### src/rtl/alu_arbiter_if.sv
// Bundles both request channels, the response channel and the grant counters.
// Latency: none (wiring only).
// Backpressure: carries req*_ready toward requesters and rsp_ready toward the shared ALU.
interface alu_arbiter_if #(
    parameter int W  = 32,
    parameter int CW = 16
);
    logic          req0_valid;
    logic          req0_ready;
    logic [2:0]    req0_op;
    logic [W-1:0]  req0_a;
    logic [W-1:0]  req0_b;

    logic          req1_valid;
    logic          req1_ready;
    logic [2:0]    req1_op;
    logic [W-1:0]  req1_a;
    logic [W-1:0]  req1_b;

    logic          rsp_valid;
    logic          rsp_ready;
    logic          rsp_id;
    logic [W-1:0]  rsp_z;
    logic          rsp_zero;

    logic [CW-1:0] gnt_cnt0;
    logic [CW-1:0] gnt_cnt1;

    // Requester / response-consumer side
    modport master (
        output req0_valid, req0_op, req0_a, req0_b,
        input  req0_ready,
        output req1_valid, req1_op, req1_a, req1_b,
        input  req1_ready,
        input  rsp_valid, rsp_id, rsp_z, rsp_zero,
        output rsp_ready,
        input  gnt_cnt0, gnt_cnt1
    );

    // Arbiter side
    modport slave (
        input  req0_valid, req0_op, req0_a, req0_b,
        output req0_ready,
        input  req1_valid, req1_op, req1_a, req1_b,
        output req1_ready,
        output rsp_valid, rsp_id, rsp_z, rsp_zero,
        input  rsp_ready,
        output gnt_cnt0, gnt_cnt1
    );
endinterface

### src/rtl/alu_arbiter.sv
// Round-robin sharing of one 32-bit ALU between two requesters, tagged registered response.
// Latency: result visible 1 cycle after the grant; 1 op/cycle with rsp_ready held high.
// Backpressure: grants only when the result slot is empty or draining this cycle; readies low otherwise.
module alu_arbiter #(
    parameter int W  = 32,
    parameter int CW = 16
) (
    input  logic         clk,
    input  logic         rst_n,
    alu_arbiter_if.slave bus
);

    typedef enum logic {
        EMPTY = 1'b0,
        FULL  = 1'b1
    } state_t;

    state_t        state_q, state_d;
    logic          prio_q, prio_d;
    logic          rsp_id_q, rsp_id_d;
    logic [W-1:0]  rsp_z_q, rsp_z_d;
    logic          rsp_zero_q, rsp_zero_d;
    logic [CW-1:0] gnt_cnt0_q, gnt_cnt0_d;
    logic [CW-1:0] gnt_cnt1_q, gnt_cnt1_d;

    logic          slot_free;
    logic          gnt0, gnt1, gnt_any;
    logic [2:0]    sel_op;
    logic [W-1:0]  sel_a, sel_b;
    logic [W-1:0]  alu_sum, alu_diff, alu_z;
    logic          alu_lt;

    // Arbitration: readies forced low in reset; prio=1 favours port 1 on contention
    always_comb begin
        gnt0      = 1'b0;
        gnt1      = 1'b0;
        slot_free = (state_q == EMPTY) || bus.rsp_ready;
        if (rst_n && slot_free) begin
            if (bus.req0_valid && bus.req1_valid) begin
                if (prio_q) gnt1 = 1'b1;
                else        gnt0 = 1'b1;
            end else if (bus.req0_valid) begin
                gnt0 = 1'b1;
            end else if (bus.req1_valid) begin
                gnt1 = 1'b1;
            end
        end
    end

    assign gnt_any        = gnt0 | gnt1;
    assign bus.req0_ready = gnt0;
    assign bus.req1_ready = gnt1;

    // Operand select and shared ALU; op[2] only matters for the add/sub slot
    always_comb begin
        sel_op   = gnt1 ? bus.req1_op : bus.req0_op;
        sel_a    = gnt1 ? bus.req1_a  : bus.req0_a;
        sel_b    = gnt1 ? bus.req1_b  : bus.req0_b;
        alu_sum  = sel_a + sel_b;
        alu_diff = sel_a - sel_b;
        // Signs differ: a is smaller iff a is negative; otherwise a-b cannot overflow
        alu_lt   = (sel_a[W-1] != sel_b[W-1]) ? sel_a[W-1] : alu_diff[W-1];
        alu_z    = '0;
        case (sel_op[1:0])
            2'b00: alu_z = sel_a & sel_b;
            2'b01: alu_z = sel_a | sel_b;
            2'b10: alu_z = sel_op[2] ? alu_diff : alu_sum;
            2'b11: alu_z = {{(W-1){1'b0}}, alu_lt};
            default: alu_z = '0;
        endcase
    end

    // Next state: load result on grant (also replaces a draining result), else drain or hold
    always_comb begin
        state_d    = state_q;
        prio_d     = prio_q;
        rsp_id_d   = rsp_id_q;
        rsp_z_d    = rsp_z_q;
        rsp_zero_d = rsp_zero_q;
        gnt_cnt0_d = gnt_cnt0_q;
        gnt_cnt1_d = gnt_cnt1_q;
        case (state_q)
            EMPTY: if (gnt_any) state_d = FULL;
            FULL:  if (bus.rsp_ready && !gnt_any) state_d = EMPTY;
            default: state_d = EMPTY;
        endcase
        if (gnt_any) begin
            prio_d     = ~gnt1;
            rsp_id_d   = gnt1;
            rsp_z_d    = alu_z;
            rsp_zero_d = (alu_z == '0);
        end
        if (gnt0) gnt_cnt0_d = gnt_cnt0_q + CW'(1);
        if (gnt1) gnt_cnt1_d = gnt_cnt1_q + CW'(1);
    end

    // State and datapath registers; reset discards any in-flight result
    always_ff @(posedge clk or negedge rst_n) begin
        if (!rst_n) begin
            state_q    <= EMPTY;
            prio_q     <= 1'b0;
            rsp_id_q   <= 1'b0;
            rsp_z_q    <= '0;
            rsp_zero_q <= 1'b0;
            gnt_cnt0_q <= '0;
            gnt_cnt1_q <= '0;
        end else begin
            state_q    <= state_d;
            prio_q     <= prio_d;
            rsp_id_q   <= rsp_id_d;
            rsp_z_q    <= rsp_z_d;
            rsp_zero_q <= rsp_zero_d;
            gnt_cnt0_q <= gnt_cnt0_d;
            gnt_cnt1_q <= gnt_cnt1_d;
        end
    end

    assign bus.rsp_valid = (state_q == FULL);
    assign bus.rsp_id    = rsp_id_q;
    assign bus.rsp_z     = rsp_z_q;
    assign bus.rsp_zero  = rsp_zero_q;
    assign bus.gnt_cnt0  = gnt_cnt0_q;
    assign bus.gnt_cnt1  = gnt_cnt1_q;

endmodule

### src/flat_wrapper.sv
// flat-port wrapper written by rule: the top's interface ports become plain ports
module alu_arbiter_flat 
#(
    parameter int W  = 32,
    parameter int CW = 16
)
  (clk, rst_n, bus_req0_valid, bus_req0_op, bus_req0_a, bus_req0_b, bus_req0_ready, bus_req1_valid, bus_req1_op, bus_req1_a, bus_req1_b, bus_req1_ready, bus_rsp_valid, bus_rsp_id, bus_rsp_z, bus_rsp_zero, bus_rsp_ready, bus_gnt_cnt0, bus_gnt_cnt1);
  alu_arbiter_if #(.W(W), .CW(CW)) bus_i ();
  input  logic clk;
  input  logic rst_n;
  input wire logic [$bits(bus_i.req0_valid)-1:0] bus_req0_valid;
  input wire logic [$bits(bus_i.req0_op)-1:0] bus_req0_op;
  input wire logic [$bits(bus_i.req0_a)-1:0] bus_req0_a;
  input wire logic [$bits(bus_i.req0_b)-1:0] bus_req0_b;
  output wire logic [$bits(bus_i.req0_ready)-1:0] bus_req0_ready;
  input wire logic [$bits(bus_i.req1_valid)-1:0] bus_req1_valid;
  input wire logic [$bits(bus_i.req1_op)-1:0] bus_req1_op;
  input wire logic [$bits(bus_i.req1_a)-1:0] bus_req1_a;
  input wire logic [$bits(bus_i.req1_b)-1:0] bus_req1_b;
  output wire logic [$bits(bus_i.req1_ready)-1:0] bus_req1_ready;
  output wire logic [$bits(bus_i.rsp_valid)-1:0] bus_rsp_valid;
  output wire logic [$bits(bus_i.rsp_id)-1:0] bus_rsp_id;
  output wire logic [$bits(bus_i.rsp_z)-1:0] bus_rsp_z;
  output wire logic [$bits(bus_i.rsp_zero)-1:0] bus_rsp_zero;
  input wire logic [$bits(bus_i.rsp_ready)-1:0] bus_rsp_ready;
  output wire logic [$bits(bus_i.gnt_cnt0)-1:0] bus_gnt_cnt0;
  output wire logic [$bits(bus_i.gnt_cnt1)-1:0] bus_gnt_cnt1;
  assign bus_i.req0_valid = bus_req0_valid;
  assign bus_i.req0_op = bus_req0_op;
  assign bus_i.req0_a = bus_req0_a;
  assign bus_i.req0_b = bus_req0_b;
  assign bus_req0_ready = bus_i.req0_ready;
  assign bus_i.req1_valid = bus_req1_valid;
  assign bus_i.req1_op = bus_req1_op;
  assign bus_i.req1_a = bus_req1_a;
  assign bus_i.req1_b = bus_req1_b;
  assign bus_req1_ready = bus_i.req1_ready;
  assign bus_rsp_valid = bus_i.rsp_valid;
  assign bus_rsp_id = bus_i.rsp_id;
  assign bus_rsp_z = bus_i.rsp_z;
  assign bus_rsp_zero = bus_i.rsp_zero;
  assign bus_i.rsp_ready = bus_rsp_ready;
  assign bus_gnt_cnt0 = bus_i.gnt_cnt0;
  assign bus_gnt_cnt1 = bus_i.gnt_cnt1;
  alu_arbiter #(.W(W), .CW(CW)) u_core (.clk(clk), .rst_n(rst_n), .bus(bus_i));
endmodule
### config.mk
export PLATFORM = sky130hd
export DESIGN_NAME = alu_arbiter_flat
export DESIGN_NICKNAME = d
export VERILOG_FILES = /design/src/rtl/alu_arbiter_if.sv /design/src/rtl/alu_arbiter.sv /design/src/flat_wrapper.sv
export SDC_FILE = /design/constraint.sdc
export NUM_CORES = 1
export LEC_CHECK = 0
export BUFFER_PORTS_ARGS = -buffer_cell sky130_fd_sc_hd__buf_2
export CAP_MARGIN = 40
export CORE_MARGIN = 2
export CORE_UTILIZATION = 25
export DETAILED_ROUTE_END_ITERATION = 8
export HOLD_SLACK_MARGIN = 0.05
export PLACE_DENSITY = 0.53
export RECOVER_POWER = 50
export SYNTH_ARGS = -nofsm -noshare
export SYNTH_HDL_FRONTEND = slang
export SYNTH_SLANG_ARGS = --single-unit
### constraint.sdc
create_clock -name clk -period 7.8 [get_ports clk]
set_clock_uncertainty 0.1 [all_clocks]
set_input_delay 0.78 -clock clk [delete_from_list [all_inputs] [get_ports clk]]
set_output_delay 0.78 -clock clk [all_outputs]
set_load 0.02 [all_outputs]
* Word level (Yosys, flattened, before mapping)
Index checks and enable logic that the tools add are counted.
** Storage, ports and cells
- Register bits after elaboration :: 68
- Output and inout port bits :: 69
- Logic and storage cells :: 45
** Operators by class
- Add/subtract/negate cells :: 4
- Equality and inequality tests :: 4
- Muxes and demuxes :: 18
- Bitwise gates (word level) :: 5
- Reduce and logical (&&, ||, !) cells :: 7
** Operators by type and width (count)
- case mux 32 bit (4 select lines) :: 1
- 2-to-1 mux 32 bit :: 3
- adder 16 x 1 -> 16 bit (second input constant) :: 2
- adder 32 bit :: 1
- bitwise AND 32 bit :: 1
- logical NOT 32 bit :: 1
- bitwise OR 32 bit :: 1
- subtractor 32 bit :: 1
- 2-to-1 mux 1 bit :: 12
- == test 2 bit (second input constant) :: 2
- logical AND 1 bit :: 3
- 2-to-1 mux 3 bit :: 1
- == test 2 x 1 -> 1 bit (second input constant) :: 1
- logical NOT 2 bit :: 1
- NOT 1 bit :: 2
- case mux 1 bit (2 select lines) :: 1
- logical NOT 1 bit :: 1
- logical OR 1 bit :: 1
- != test 1 bit :: 1
- bitwise OR 1 bit :: 1

* Logic depth before layout (Yosys ltp)
- Depth after elaboration :: 9
- Gate-level depth with buffers :: 29
- Gate-level depth less buffers :: 26

* Worst setup path before layout
Ideal clock, no wire load.
- Path type :: input to register
- Start :: input port bus_rsp_ready
- End :: register u_core.rsp_zero_q (netlist: u_core.bus.rsp_zero)
- Library setup time :: 92 ps
- Arrival :: 5884 ps
- Path slack :: 1725 ps
- Cell stages on the path :: 28
- Path through :: nand2b_1 buf_2 nand3_4 buf_1 clkbuf_1 nand2_1 nand2_1 ha_1 buf_2 nand2b_1 o311ai_1 o311ai_1 a21oi_2 a211oi_1 o31ai_1 o21bai_1 a21oi_1 o21bai_1 a21oi_1 fa_1 nor2_1 a211oi_1 or4_1 nor4_1 nand4b_1 nor4_1 nand4_1 o31ai_2
** Between the ends
- Word-level cells in the longest chain between the ends :: 8
** RTL lines
- from (decl) :: line flat_wrapper.sv:25 : input wire logic [$bits(bus_i.rsp_ready)-1:0] bus_rsp_ready;
- logical OR 1 bit * :: line alu_arbiter.sv:37 : slot_free = (state_q == EMPTY) || bus.rsp_ready;
- logical AND 1 bit * :: line alu_arbiter.sv:38 : if (rst_n && slot_free) begin
- 2-to-1 mux 1 bit :: line alu_arbiter.sv:38
- 2-to-1 mux 32 bit (on tied branches) :: line alu_arbiter.sv:57, alu_arbiter.sv:58
- subtractor 32 bit (tied with other cells) :: line alu_arbiter.sv:60 : alu_diff = sel_a - sel_b;
- 2-to-1 mux 1 bit / 2-to-1 mux 32 bit (equally long branches) :: line alu_arbiter.sv:62, alu_arbiter.sv:67
- case mux 32 bit (4 select lines) :: line alu_arbiter.sv:64 : case (sel_op[1:0])
- logical NOT 32 bit :: line alu_arbiter.sv:91 : rsp_zero_d = (alu_z == '0);
- to (signal assigned) :: line alu_arbiter.sv:112 : rsp_zero_q <= rsp_zero_d;
- to (decl) :: line alu_arbiter.sv:22 : logic rsp_zero_q, rsp_zero_d;
Mark *: on every way between the ends. The rest lies on a longest branch, timed or not.
A chain may end at the register's enable or synchronous reset.

* Worst setup path after layout
Same ends and word-level chain as after synthesis.

==> impl_metrics.env <==
export IMPL_status="finished clean"
export IMPL_slew_viol_final=0
export IMPL_htree_num_levels=3
export IMPL_clockPowerShare_pct=25.2
export IMPL_root_buffer="clkbuf_16"
export IMPL_hold_path_class="flip-flop to flip-flop"
export IMPL_start_kind="primary input"
export IMPL_r2r_end="u_core.bus.rsp_zero"
export IMPL_yosys_warnings=0
export IMPL_grt_setup_unrepaired="no"
export IMPL_synth_area_top_cells="dfrtp_1 20%, ha_1 14%, nand2_1 13%"
export IMPL_routed_via_density=5.012
export IMPL_drv_cap=0
export IMPL_fin_util_pct=30.69
export IMPL_vias=9122
export IMPL_r2r_start="u_core.bus.rsp_valid"
export IMPL_fin_crit_ps=6684
export IMPL_hpwlAfterDp_um=26120
export IMPL_ant_nets=0
export IMPL_worstHoldPathCells=2
export IMPL_fin_crit_sh_pct=85.69
export IMPL_final_seq_area_mm2=0.001702
export IMPL_routed_wirelength_um=32820
export IMPL_timing_slew_headroom_pct=1.103
export IMPL_grtUsageTotal_pct=18.07
export IMPL_initial_core_util_pct=25.37
export IMPL_fillers=3710
export IMPL_place_ws_ps=780.5
export IMPL_antenna_found_initial=1
export IMPL_clkSlewWorstSetupHoldPaths_ps=80
export IMPL_ys_seq_elements=68
export IMPL_die_h_um=188.5
export IMPL_p_seq_share_pct=23.4
export IMPL_pwr_share_comb_pct=51.4
export IMPL_nNetsFinal=1606
export IMPL_cp_end_kind="flip-flop"
export IMPL_synthesis_nets=1434
export IMPL_antenna_diode_count=0
export IMPL_place_area_mm2=0.009978
export IMPL_synth_largest_area_cell="dfrtp_1"
export IMPL_drive_gt1_share_pct=17.42
export IMPL_wl_per_cell_um=18.03
export IMPL_synth_area_mm2=0.008508
export IMPL_netlist_instances=1195
export IMPL_synth_most_common_cell="nand2_1"
export IMPL_synth_yosys_seq_area_share_pct=20.00
export IMPL_grt_max_degree=59
export IMPL_cts_hold_buffers=0
export IMPL_drt_pass1_iterations=5
export IMPL_vdd_ir_drop_max_mv=0.1227
export IMPL_finalSetupViolCount=0
export IMPL_drc=0
export IMPL_yosysUniqueCellTypes=83
export IMPL_grt_pass1_wl_um=50230
export IMPL_multi_input_area_mm2=0.006205
export IMPL_power_density_mw_per_mm2=199.4
export IMPL_die_area_mm2=0.03552
export IMPL_clock_latency_ps=360
export IMPL_grt_pass1_vias=8871
export IMPL_crit_type="primary input to flip-flop"
export IMPL_tritoncts_num_buffers=9
export IMPL_ioPinCount=208
export IMPL_total_power_uw=2053
export IMPL_crit_arrival_ps=6850
export IMPL_min_from="u_core.bus.rsp_z[31]"
export IMPL_fin_ws_ps=1116
export IMPL_synth_top_area_share_pct=20.00
export IMPL_cts_tree="yes"
export IMPL_p_leak_uw=0.005070
export IMPL_max_freq_mhz=149.6
export IMPL_fin_area_mm2=0.01029
export IMPL_postSynth_asyncResetShare_pct=100.0
export IMPL_reg2reg_depth=25
export IMPL_clk_path_buf_depth=2
export IMPL_clock_sinks=68
export IMPL_worstMarginPinSlew_ps=1483
export IMPL_cp_max_fo=58
export IMPL_synth_main_ff_cell="dfrtp_1"
export IMPL_setup_tns_ps=0
export IMPL_p_switching_uw=936.5
export IMPL_port_buffers=207
export IMPL_hold_viol_final=0
export IMPL_grt_overflow_total=0
export IMPL_crit_path_start="bus_rsp_ready"
export IMPL_dieWidth_um=188.5
export IMPL_synth_edf_count=0
export IMPL_cts_setup_buffers=0
export IMPL_cp_data_required_time_ps=7970
export IMPL_synth_common_cells="296 x nand2_1, 97 x ha_1, 93 x inv_1"
export IMPL_reg2reg_slack_ps=1280
export IMPL_crit_end="u_core.bus.rsp_zero"
export IMPL_p_int_uw=1116
export IMPL_place_congestion=0.9425
export IMPL_core_area_mm2=0.03353
export IMPL_avgSynthCellArea_um2=7.120
export IMPL_area_growth_pct=20.97
export IMPL_post_cts_resized=0
export IMPL_dr_first_iter_drc_count=571
export IMPL_sw_frac_of_total_pct=45.62
export IMPL_num_rows=67
layer usage:
layer	GRT usage [%]	part of all wire, %
met1	24.91	46
met2	29.20	45
met3	2.514	6.9
met4	5.499	2.1
met5	0	0
metrics by stage:
step	hold WS, ps	cells
after floorplan	384.4	1195
after global placement	352.5	1802
after detailed placement	357.6	1804
after CTS	329.5	1820
after global routing	387.9	1820
final	371.5	1820
logic make-up (layout without fill, tap and decap cells):
logic type      Yosys count  in the layout  share of synthesized area [%]
simple gates            514            514                          26.63
flops                    68             68                          20.00
compound gates          286            286                          23.00
xor+xnor                 50             50                          5.147
buf+inv                 153            330                          7.191
fa+ha+maj               100            100                          14.97
mux                      24             24                          3.059
worst max-delay path, cell delays in order:
cell      delay [ps]
buf_2             80
nand2b_1         320
nand3_4          140
inv_4            450
nand2_1          140
nand2_1          180
ha_1             290
nor2_1           170
o311ai_0         230
a21oi_1          530
a21oi_2          180
a211oi_1         400
o31ai_1          160
o21bai_1         190
a21oi_1          100
o21bai_1         140
a21oi_1          110
fa_1             360
nor2_1           110
a211oi_1          60
or4_1            530
nor4_1           250
nand4b_1         140
nor4_1           440
nand4_1          160
o31ai_2          200
layout make-up:
class / instances / area share (%)
Tap cell: 448 / 5.446
Inverter: 94 / 3.452
Multi-Input combinational cell: 974 / 60.28
Clock buffer: 11 / 2.456
Timing Repair Buffer: 220 / 10.78
Sequential cell: 68 / 16.53
Clock inverter: 5 / 1.045
power groups by stage:
| stage | Sequential (µW) | Combinational (µW) | Clock [µW] |
|---|---|---|---|
| floorplan | 556 | 635 | 0 |
| global placement | 484 | 1050 | 0 |
| detailed placement | 487 | 1060 | 0 |
| CTS | 480 | 1060 | 528 |
| global route | 493 | 1160 | 541 |
| finish | 481 | 1050 | 517 |
state kept, by name, indices dropped and copies added (netlist names):
name,count
u_core.bus.rsp_z,32
u_core.bus.gnt_cnt0,16
u_core.bus.gnt_cnt1,16
u_core.bus.rsp_id,1
u_core.bus.rsp_valid,1
u_core.bus.rsp_zero,1
u_core.prio_q,1
worst min-delay path by stage:
stage,end,slack (ps)
6_report,u_core.bus.rsp_z[31],370
5_1_grt,u_core.bus.rsp_z[31],390
4_1_cts,u_core.bus.rsp_z[12],330
3_5_place_dp,u_core.bus.rsp_z[31],360
3_3_place_gp,u_core.bus.rsp_z[31],350
2_1_floorplan,u_core.bus.gnt_cnt0[0],380
placed cells by master, fill, tap and decap left out, types with 10 or more instances in the layout:
cell	netlist	final
mux2_2	10	10
clkbuf_1	34	35
xnor2_1	41	41
o31ai_1	13	12
nand3_1	18	18
a21o_1	10	10
nand2_1	296	296
and3_1	10	10
nor2b_1	12	12
nand2b_1	11	11
inv_1	93	93
o21bai_1	10	10
ha_1	97	97
dfrtp_1	68	68
a211oi_1	18	18
buf_4	2	11
o211ai_1	18	18
nor2_1	87	87
nand4_1	19	19
mux2i_1	12	11
buf_2	16	172
nor3_1	24	24
o21ai_0	56	56
a21oi_1	79	79
Note: power is estimated with default switching activity, not from simulation.
